**src/rtl/shift_add_multiplier_8bit_pkg.sv**
```systemverilog
// Shared constants and state encoding for the 8x8 shift-and-add multiplier.
package shift_add_multiplier_8bit_pkg;

    localparam int OP_W   = 8;
    localparam int PROD_W = 16;
    localparam int ITER_N = 8;
    localparam int CNT_W  = 3;

    // Count value of the final iteration step.
    localparam logic [CNT_W-1:0] LAST_CNT = 3'd7;

    typedef enum logic [1:0] {
        ST_IDLE = 2'd0,
        ST_RUN  = 2'd1,
        ST_DONE = 2'd2
    } state_t;

endpackage

```
**src/rtl/shift_add_multiplier_8bit_adder.sv**
```systemverilog
// 16-bit ripple-carry adder used as the accumulate stage of the multiplier.
module RippleCarryAdder_16bit (
    input  logic [15:0] in1,
    input  logic [15:0] in2,
    input  logic        c_in,
    output logic [15:0] sum,
    output logic        c_out
);

    logic [16:0] carry_s;

    assign carry_s[0] = c_in;

    for (genvar i = 0; i < 16; i++) begin : g_fa
        assign sum[i]       = in1[i] ^ in2[i] ^ carry_s[i];
        assign carry_s[i+1] = (in1[i] & in2[i]) | (carry_s[i] & (in1[i] ^ in2[i]));
    end

    assign c_out = carry_s[16];

endmodule

```
**src/rtl/shift_add_multiplier_8bit.sv**
```systemverilog
// Sequential 8x8 unsigned shift-and-add multiplier (IDLE -> RUN -> DONE).
// Optional feature: define MULT_EARLY_TERM_EN to leave RUN as soon as the
// remaining multiplier bits are all zero; products are unchanged either way.
module shift_add_multiplier_8bit
    import shift_add_multiplier_8bit_pkg::*;
(
    input  logic              clk,
    input  logic              rst,
    input  logic              start,
    input  logic [OP_W-1:0]   a,
    input  logic [OP_W-1:0]   b,
    output logic [PROD_W-1:0] product,
    output logic              busy,
    output logic              done
);

    state_t              state_q, state_d;
    logic [PROD_W-1:0]   acc_q, acc_d;
    logic [PROD_W-1:0]   mcand_q, mcand_d;
    logic [OP_W-1:0]     mplr_q, mplr_d;
    logic [CNT_W-1:0]    count_q, count_d;
    logic [PROD_W-1:0]   sum_s;
    logic                adder_cout_unused_s;
    logic                last_step_s;

    // Carry-out is dropped: an 8x8 product always fits in 16 bits.
    RippleCarryAdder_16bit u_adder (
        .in1   (acc_q),
        .in2   (mcand_q),
        .c_in  (1'b0),
        .sum   (sum_s),
        .c_out (adder_cout_unused_s)
    );

`ifdef MULT_EARLY_TERM_EN
    // Stop once the shifted multiplier has no set bits left, or at the last step.
    assign last_step_s = (count_q == LAST_CNT) || (mplr_q[OP_W-1:1] == 7'd0);
`else
    // Fixed-latency build: always run all eight steps.
    assign last_step_s = (count_q == LAST_CNT);
`endif

    assign product = acc_q;
    assign busy    = (state_q == ST_RUN);
    assign done    = (state_q == ST_DONE);

    // Next-state and datapath update logic.
    always_comb begin
        state_d = state_q;
        acc_d   = acc_q;
        mcand_d = mcand_q;
        mplr_d  = mplr_q;
        count_d = count_q;
        case (state_q)
            ST_IDLE, ST_DONE: begin
                if (start) begin
                    acc_d   = 16'h0000;
                    mcand_d = {8'h00, a};
                    mplr_d  = b;
                    count_d = 3'd0;
                    state_d = ST_RUN;
                end else begin
                    state_d = ST_IDLE;
                end
            end
            ST_RUN: begin
                if (mplr_q[0]) begin
                    acc_d = sum_s;
                end else begin
                    acc_d = acc_q;
                end
                mcand_d = {mcand_q[PROD_W-2:0], 1'b0};
                mplr_d  = {1'b0, mplr_q[OP_W-1:1]};
                count_d = count_q + 3'd1;
                if (last_step_s) begin
                    state_d = ST_DONE;
                end else begin
                    state_d = ST_RUN;
                end
            end
            default: begin
                state_d = ST_IDLE;
            end
        endcase
    end

    // State and datapath registers with asynchronous clear.
    always_ff @(posedge clk or posedge rst) begin
        if (rst) begin
            state_q <= ST_IDLE;
            acc_q   <= 16'h0000;
            mcand_q <= 16'h0000;
            mplr_q  <= 8'h00;
            count_q <= 3'd0;
        end else begin
            state_q <= state_d;
            acc_q   <= acc_d;
            mcand_q <= mcand_d;
            mplr_q  <= mplr_d;
            count_q <= count_d;
        end
    end

endmodule
```
**config.mk**
```make
export PLATFORM = sky130hd
export DESIGN_NAME = shift_add_multiplier_8bit
export DESIGN_NICKNAME = d
export VERILOG_FILES = /design/src/rtl/shift_add_multiplier_8bit_pkg.sv /design/src/rtl/shift_add_multiplier_8bit_adder.sv /design/src/rtl/shift_add_multiplier_8bit.sv
export SDC_FILE = /design/constraint.sdc
export NUM_CORES = 1
export LEC_CHECK = 0
export CAP_MARGIN = 40
export CELL_PAD_IN_SITES_DETAIL_PLACEMENT = 0
export CELL_PAD_IN_SITES_GLOBAL_PLACEMENT = 1
export CORE_ASPECT_RATIO = 1.4
export CORE_MARGIN = 3
export CORE_UTILIZATION = 44
export CTS_CLUSTER_DIAMETER = 50
export CTS_CLUSTER_SIZE = 25
export DETAILED_ROUTE_END_ITERATION = 8
export GPL_ROUTABILITY_DRIVEN = 0
export HOLD_SLACK_MARGIN = 0.06
export PLACE_DENSITY_LB_ADDON = 0.1
export SYNTH_ARGS = -nofsm -noshare
export SYNTH_HDL_FRONTEND = slang
export SYNTH_SLANG_ARGS = --single-unit
```
**constraint.sdc**
```tcl
create_clock -name clk -period 13.6 [get_ports clk]
set_input_delay 2.72 -clock clk [delete_from_list [all_inputs] [get_ports clk]]
set_output_delay 2.72 -clock clk [all_outputs]
set_load 0.05 [all_outputs]
```
==> results of run 1 <==
==> power by group <==
| part | switching [mW] | internal, mW |
|---|---|---|
| clock | 0.0428 | 0.0339 |
| combinational | 0.241 | 0.148 |
| sequential | 0.0487 | 0.198 |
==> critical path, stage by stage, from the launching register on <==
cell      delay [ps]
dfrtp_1          390
ha_1             160
inv_1             50
fa_1             390
fa_1             400
fa_1             390
fa_1             390
fa_1             370
inv_1             70
fa_1             180
fa_1             200
fa_1             170
inv_1             50
fa_1             370
fa_1             400
fa_1             390
fa_1             370
inv_1             70
fa_1             150
inv_1             50
fa_1             360
xor2_1           170
o211ai_1         160
o31ai_1          100
==> worst paths after layout <==
check                                          end  slack (ps)
setup / recovery           product[15]$_DFFE_PP0P_        7660
hold / removal             product[15]$_DFFE_PP0P_         510
setup reg to reg           product[15]$_DFFE_PP0P_        7660
hold reg to reg            product[15]$_DFFE_PP0P_         510
max in group asynchronous   mcand_q[0]$_DFFE_PP0P_       10340
min in group asynchronous  product[11]$_DFFE_PP0P_        2880
==> routing by layer <==
metal / share of wire / global-route usage / up-vias / routed length, um
li1: - / - / 732 / -
met5: 0 / 0 / - / 0
met2: 0.52 / 0.3029 / 30 / 2224
met3: 0.032 / 0.03396 / 5 / 136
met4: 0.018 / 0.06226 / 0 / 77
met1: 0.43 / 0.2043 / 767 / 1874
==> cell usage after synthesis <==
cell type	instances	area, um^2
nor2b_1	1	6.260
inv_1	26	97.59
nand3_1	21	105.1
xor2_1	1	8.760
buf_4	3	22.52
inv_6	1	8.760
nand2_1	5	18.77
clkbuf_1	1	3.750
o31ai_1	1	7.510
a22o_1	12	105.1
nor2_1	9	33.78
o21ai_1	1	5.000
o22ai_1	14	87.58
and2b_1	1	7.510
nor2_8	1	20.02
fa_1	14	280.3
a21oi_1	5	25.02
nor3_1	9	45.04
and2_1	1	6.260
nand2b_1	2	12.51
o211ai_1	1	7.510
buf_6	1	11.26
dfrtp_1	45	1126
buf_2	7	35.03
ha_1	3	37.54
nand3b_2	1	11.26
o21ai_0	11	55.05
==> metrics by stage <==
stage / hold slack [ps] / setup slack [ps] / power (mW) / cells / area [um^2]
6_report: 506.8 / 7662 / 0.7121 / 292 / 2645
5_1_grt: 531.9 / 7344 / 0.7877 / 292 / 2645
4_1_cts: 514.4 / 7653 / 0.7215 / 292 / 2645
3_5_place_dp: 489.4 / 7656 / 0.6440 / 286 / 2571
3_3_place_gp: 474.7 / 7814 / 0.6278 / 286 / 2571
2_1_floorplan: 465.8 / 7620 / 0.5452 / 198 / 2191
==> registers in the layout, indices dropped and copies added (netlist names) <==
register,count
product,16
mplr_q,8
mcand_q,16
count_q,3
state_q,2
==> area by class of cell <==
| class | instances | area [um^2] | share of cell area |
|---|---|---|---|
| clock buffers | 5 | 68.82 | 0.02602 |
| clock inverters | 1 | 5.005 | 0.001892 |
| inverters | 27 | 106.4 | 0.04021 |
| multi-input cells | 114 | 885.9 | 0.3349 |
| flip-flops and latches | 45 | 1126 | 0.4257 |
| well taps | 62 | 77.57 | 0.02933 |
| repair buffers | 38 | 375.4 | 0.1419 |
==> kinds of logic (layout without fill, tap and decap cells) <==
group | Yosys count | in the layout | share of synthesized area
buffers and inverters | 39 | 71 | 0.08166
DFF | 45 | 45 | 0.5140
xor gates and xnor gates | 1 | 1 | 0.003998
AOI/OAI and AO/OA | 45 | 45 | 0.1336
adders and majority gates | 17 | 17 | 0.1451
and+or+nand+nor | 51 | 51 | 0.1216
==> qor.yml, run 1 <==
outcome:
  status: "complete, no violations"
clock_tree:
  hold_buffers: 0
  cts_made_buffers: 5
  cts.clk_slew.worst_paths_ps: 80
  ctsResizeCount: 0
  cts-root-buf: "clkbuf_8"
  clockBufferDepth: 2
  htreeDepth: 2
  clock_sinks: 45
  insertion_delay_ps: 290
  cts_setup_buffers: 0
  cts_tree: "done"
route:
  dr.first_iter.drc_count: 46
  wl_per_cell_um: 14.77
  firstDrtPassIters: 4
  routed_via_density: 5.253
  drc_errors: 0
  routed_wl_mm: 4.312
  antenna_left: 0
  dr_total_vias: 1534
worst_setup_path:
  timing.rr.start: "mcand_q[0]$_DFFE_PP0P_"
  cp_max_fo: 3
  end_kind: "flip-flop"
  worstSetupPathType: "flip-flop to flip-flop"
  cp_data_required_time_ps: 13760
  start_kind: "flip-flop"
  critPathLaunch: "mcand_q[0]$_DFFE_PP0P_"
  r2r_cells: 23
  cp.arrival_ps: 6100
placement:
  hpwl_mm: 3.003
  io_buffers: 36
die:
  coreArea_um2: 4681
  dieArea_um2: 5874
  die_w_um: 65.64
  dieHeight_um: 89.49
  ios: 37
  start_util: 0.4681
  rows: 29
timing:
  slew_headroom: 0.4611
  skew_ps: 3.397
  tns_ps: 0
  finalHoldViolCount: 0
  worst_slew_pin_slew_ps: 808.4
  slew_violations: 0
  setup_viol: 0
  fmax_mhz: 168.4
  fin_crit_ps: 5938
  rsz0062_at_grt: "false"
  min_period_over_period: 0.4366
min_path:
  hold_path.class: "flip-flop to flip-flop"
  hp-start: "product[15]$_DFFE_PP0P_"
  hold_path_depth: 1
final_layout:
  fin_nets: 267
  drive_gt1_frac: 0.04783
  fillCellCount: 421
  most-common-layout-cells: "dfrtp_1, clkdlybuf4s50_1, inv_1, nand3_1"
  antenna_cells: 0
  area_delta_synth_final_pct: 20.73
  layout_commonest_cell: "dfrtp_1"
  fin_util: 0.5651
logic_synthesis:
  synthesis.area_um2: 2191
  syn_nets: 234
  synth_cell_types: 27
  synth-seq-area-share: 0.5140
  ys_warn_count: 0
  syn_area_per_cell_um2: 11.06
  ys_ff_latch: 45
  syn_inst: 198
grt:
  track_usage: 0.1708
  antenna_found_initial: 0
  grt_pass1_vias: 1683
  grt_max_degree: 46
  grt-ovfl-total: 0
  grt_pass1_wl_mm: 7.624
pwr:
  power_density_nw_per_um2: 269.2
  p_leak_nw: 1.161
  vdd_drop_max_uv: 110.7
flow_run:
  max_cap_viol_count: 0
No activity file was read; power rests on OpenSTA's default activity.
==> inputs of run 2 (changes only) <==
CORE_UTILIZATION = 41   (was 44)
clock period = 5.6 ns   (was 13.6 ns; I/O delays follow)
==> qor.yml, run 2 (same netlist as run 1, synthesis figures left out) <==
timing:
  fin_crit_ps: 5550  # -388.1 ps
  slew_headroom: 0.4665  # +0.005409
  fmax_mhz: 180.2  # +7.0%
  worst_slew_pin_slew_ps: 800.3  # -8.114 ps
  whs_ps: 494.3  # -12.53 ps
  slew_violations: 0  # unchanged
  setup_viol: 0  # unchanged
  rsz0062_at_grt: "true"
  min_period_over_period: 0.9911  # +0.5545
  skew_ps: 7.502  # +4.105 ps
  finalHoldViolCount: 0  # unchanged
  tns_ps: 0  # unchanged
pwr:
  p_clk_frac: 0.122  # +0.014
  p_switching_mw: 0.8177  # +150%
  p_leak_nw: 1.169  # +0.69%
  p_seq_frac: 0.336  # -0.010
  power_density_nw_per_um2: 655.1  # +140%
  internal_power_mw: 0.9693  # +160%
  vdd_drop_max_uv: 262.1  # +140%
  switching_share: 0.4576  # -0.009542
  combPwrFrac: 0.542  # -0.005
worst_setup_path:
  cp_data_required_time_ps: 5760  # -8000 ps
  cp.arrival_ps: 5710  # -390 ps
  worstSetupPathType: "flip-flop to flip-flop"
  start_kind: "flip-flop"
  cp_max_fo: 2  # -1
  end_kind: "flip-flop"
die:
  dieHeight_um: 92.49  # +3.4%
  coreArea_um2: 4992  # +6.7%
  ios: 37  # unchanged
  rows: 30  # +3.4%
  dieArea_um2: 6269  # +6.7%
  die_w_um: 67.78  # +3.3%
  start_util: 0.4388  # -0.02921
route:
  firstDrtPassIters: 4  # unchanged
  drc_errors: 0  # unchanged
  dr_total_vias: 1548  # +0.91%
  antenna_left: 0  # unchanged
  wl_per_cell_um: 14.33  # -2.9%
  routed_via_density: 5.212  # -0.79%
  routed_wl_mm: 4.257  # -1.3%
  dr.first_iter.drc_count: 29  # -37%
final_layout:
  drive_gt1_frac: 0.1288  # +0.08093
  area_delta_synth_final_pct: 24.50
  antenna_cells: 0  # unchanged
  fillCellCount: 454  # +7.8%
  fin_nets: 268  # +0.37%
  finish.instance_area_um2: 2728  # +3.1%
  layout_commonest_cell: "dfrtp_1"
  most-common-layout-cells: "dfrtp_1, clkdlybuf4s50_1, inv_1, nand3_1, o22ai_1"
grt:
  grt_pass1_wl_mm: 7.569  # -0.72%
  gr-usage-met3: 0.03641  # +0.002446
  grt_pass1_vias: 1643  # -2.4%
  track_usage: 0.1607  # -0.01011
  grt.busiest_layer: "met2"
  grt_util_met1: 0.1917  # -0.01254
  grt-ovfl-total: 0  # unchanged
  grt_max_degree: 46  # unchanged
  antenna_found_initial: 0  # unchanged
  gr-usage-met2: 0.2729  # -0.02997
clock_tree:
  insertion_delay_ps: 290  # about the same
  htreeDepth: 2  # unchanged
  clock_sinks: 45  # unchanged
  cts.clk_slew.worst_paths_ps: 90  # about the same
  clockBufferDepth: 2  # unchanged
  cts-root-buf: "clkbuf_8"
  cts_made_buffers: 5  # unchanged
  cts_tree: "done"
outcome:
  status: "complete, no violations"
min_path:
  hold_path.class: "flip-flop to flip-flop"
flow_run:
  max_cap_viol_count: 0  # unchanged
placement:
  placed_area_um2: 2611  # +1.6%
  hpwl_mm: 2.907  # -3.2%
  io_buffers: 36  # unchanged
run 2: stage by stage:
stage          worst slack, ps  utilization  std cells  power (mW)
4_1_cts                  16.75       0.5454        297       1.815
5_1_grt                 -193.9       0.5464        297       1.976
6_report                 49.76       0.5464        297       1.787
2_1_floorplan           -20.73            -        198       1.344
3_3_place_gp             34.90       0.5231        288       1.558
3_5_place_dp            -43.00       0.5231        288       1.585
run 2: worst max-delay path, cell delays in order, from the launching register on:
cell      delay [ps]
dfrtp_1          400
ha_4             140
inv_1             40
fa_2             340
fa_2             350
fa_2             370
fa_2             340
fa_1             360
inv_1             80
fa_2             190
fa_2             190
fa_1             150
inv_1             60
fa_2             340
fa_2             360
fa_2             340
fa_2             340
inv_2             60
fa_2             170
inv_1             50
fa_2             330
xor2_1           160
o211ai_1         160
o31ai_1          100
run 2: area by class of cell:
class | count | area [um^2] | area share
flip-flops and latches | 45 | 1129 | 0.4138
multi-input cells | 114 | 928.4 | 0.3404
repair buffers | 39 | 382.9 | 0.1404
inverters | 27 | 106.4 | 0.03899
clock buffers | 7 | 96.34 | 0.03532
well taps | 64 | 80.08 | 0.02936
clock inverters | 1 | 5.005 | 0.001835
run 2: path summary, 6_finish.rpt:
path                                               from                      end  slack [ps]  cells after the start
worst max-delay path             mcand_q[0]$_DFFE_PP0P_  product[15]$_DFFE_PP0P_          50                     23
worst min register to register  product[15]$_DFFE_PP0P_  product[15]$_DFFE_PP0P_         490                      1
worst max register to register   mcand_q[0]$_DFFE_PP0P_  product[15]$_DFFE_PP0P_          50                     23
max in group asynchronous                           rst   product[0]$_DFFE_PP0P_        3910                      3
worst min-delay path            product[15]$_DFFE_PP0P_  product[15]$_DFFE_PP0P_         490                      1
min in group asynchronous                           rst  mcand_q[14]$_DFFE_PP0P_        1260                      3
run 2: power groups by stage:
stage | clock, mW | sequential, mW | combinational [mW]
6_report | 0.219 | 0.600 | 0.968
5_1_grt | 0.242 | 0.624 | 1.11
4_1_cts | 0.228 | 0.602 | 0.984
3_5_place_dp | 0 | 0.609 | 0.976
3_3_place_gp | 0 | 0.603 | 0.955
2_1_floorplan | 0 | 0.749 | 0.595
run 2: per-layer routing:
layer,share of wire,vias up
met1,0.41,773
met4,0.018,0
met5,0,-
li1,-,737
met2,0.52,34
met3,0.047,4
run 2: what timing repair did:
item                                    4_1_cts  5_1_grt
hold buffers                                  0        0
endpoints found under the hold margin         0        0
gates resized for setup                       1        3
pin swaps                                     2        0
endpoints found under the setup margin        1        2
gates cloned                                  0        0
buffers inserted                              1        0
==> inputs of run 3 (changes only) <==
CORE_MARGIN = unset   (was 3)
PLACE_DENSITY = 0.83   (was unset)
PLACE_DENSITY_LB_ADDON = unset   (was 0.1)
==> qor.yml, run 3 (same netlist as run 1, synthesis figures left out) <==
timing:
  worst_slew_pin_slew_ps: 832.6  # +32.32 ps
  setup_viol: 0  # unchanged
  skew_ps: 7.659  # +0.1572 ps
  rsz0062_at_grt: "true"
  slew_headroom: 0.4449  # -0.02155
  fmax_mhz: 182.2  # +1.1%
  slew_violations: 0  # unchanged
  min_period_over_period: 0.9802  # -0.01096
  finalHoldViolCount: 0  # unchanged
  fin_crit_ps: 5489  # -61.39 ps
  tns_ps: 0  # unchanged
clock_tree:
  cts_made_buffers: 5  # unchanged
  hold_buffers: 0  # unchanged
  cts_tree: "done"
  clockBufferDepth: 2  # unchanged
  cts.clk_slew.worst_paths_ps: 80  # about the same
  cts-root-buf: "clkbuf_8"
  insertion_delay_ps: 290  # about the same
  clock_sinks: 45  # unchanged
  htreeDepth: 2  # unchanged
worst_setup_path:
  worstSetupPathType: "flip-flop to flip-flop"
  start_kind: "flip-flop"
  end_kind: "flip-flop"
  cp.arrival_ps: 5650  # -60 ps
  cp_max_fo: 2  # unchanged
  cp_data_required_time_ps: 5760  # about the same
die:
  ios: 37  # unchanged
  die_w_um: 63.78  # -5.9%
  dieHeight_um: 88.49  # -4.3%
  coreArea_um2: 5159  # +3.3%
  dieArea_um2: 5644  # -10%
  start_util: 0.4247  # -0.01416
  rows: 31  # +3.3%
grt:
  antenna_found_initial: 0  # unchanged
  grt_pass1_vias: 1520  # -7.5%
  grt_max_degree: 46  # unchanged
  grt_pass1_wl_mm: 7.017  # -7.3%
  track_usage: 0.1654  # +0.004629
  grt-ovfl-total: 0  # unchanged
route:
  dr_total_vias: 1562  # +0.90%
  firstDrtPassIters: 4  # unchanged
  antenna_left: 0  # unchanged
  routed_wl_mm: 4.174  # -1.9%
  routed_via_density: 5.207  # -0.10%
  drc_errors: 0  # unchanged
  dr.first_iter.drc_count: 49  # +69%
  wl_per_cell_um: 13.91  # -2.9%
final_layout:
  fin_util: 0.5331  # -0.01326
  antenna_cells: 0  # unchanged
  area_delta_synth_final_pct: 25.53
  fillCellCount: 455  # +0.22%
  drive_gt1_frac: 0.1197  # -0.009097
  layout_commonest_cell: "dfrtp_1"
  fin_nets: 269  # +0.37%
  most-common-layout-cells: "dfrtp_1, clkdlybuf4s50_1, inv_1, nand3_1, o22ai_1"
pwr:
  power_density_nw_per_um2: 660.1  # +0.76%
  p_leak_nw: 1.182  # +1.1%
  vdd_drop_max_uv: 343.5  # +31%
  power_mw: 1.815  # +1.6%
outcome:
  status: "complete, no violations"
min_path:
  hold_path.class: "flip-flop to flip-flop"
placement:
  hpwl_mm: 2.786  # -4.2%
  io_buffers: 36  # unchanged
flow_run:
  max_cap_viol_count: 0  # unchanged
## run 3: report_power, final
group / internal [mW] / switching [mW]
clock: 0.145 / 0.105
sequential: 0.481 / 0.121
combinational: 0.374 / 0.589
total: 1.00 / 0.815
## run 3: metal layers
layer	global-route usage	vias to the layer above	part of all wire
met5	0	-	0
met1	0.1983	778	0.43
met3	0.03479	5	0.036
li1	-	743	-
met2	0.2863	36	0.51
met4	0.07438	0	0.020
## run 3: final timing paths
| path | from | end | slack (ps) | cells past startpoint |
|---|---|---|---|---|
| hold reg to reg | product[15]$_DFFE_PP0P_ | product[15]$_DFFE_PP0P_ | 490 | 1 |
| hold / removal | product[15]$_DFFE_PP0P_ | product[15]$_DFFE_PP0P_ | 490 | 1 |
| max in group asynchronous | rst | product[0]$_DFFE_PP0P_ | 3900 | 3 |
| min in group asynchronous | rst | product[13]$_DFFE_PP0P_ | 1260 | 3 |
| setup reg to reg | mcand_q[0]$_DFFE_PP0P_ | product[15]$_DFFE_PP0P_ | 110 | 23 |
| setup / recovery | mcand_q[0]$_DFFE_PP0P_ | product[15]$_DFFE_PP0P_ | 110 | 23 |
## run 3: critical path, stage by stage (launching register included)
cell and delay (ps):
dfrtp_1 400, ha_4 140, inv_1 40, fa_2 340, fa_2 350, fa_2 350, fa_2 350, fa_2 320
inv_1 70, fa_2 200, fa_2 190, fa_1 160, inv_1 50, fa_2 340, fa_2 360, fa_2 340
fa_1 360, inv_1 70, fa_1 150, inv_1 50, fa_2 330, xor2_1 150, o211ai_1 160, o31ai_1 100
## run 3: layout make-up
cell class              instances  area [um^2]  area share
flip-flops and latches         45         1129      0.4104
multi-input cells             114        925.9      0.3367
repair buffers                 40        390.4      0.1419
inverters                      27        106.4     0.03867
clock buffers                   7        86.33     0.03139
well taps                      66        82.58     0.03003
clock inverters                 1        30.03     0.01092
## run 3: through the flow
stage	cells	setup slack, ps	hold WS, ps	area [um^2]
floorplan	198	-20.73	465.8	2228
global placement	290	35.66	476.7	2614
detailed placement	290	-8.544	471.7	2614
CTS	299	9.282	489.2	2738
global route	300	-140.2	526.5	2750
finish	300	111.2	486.8	2750
## run 3: what timing repair did
item                       in CTS  in global routing
pin swaps                       0                  1
resized for setup               0                  2
setup buffers                   1                  1
setup endpoints to repair       1                  2
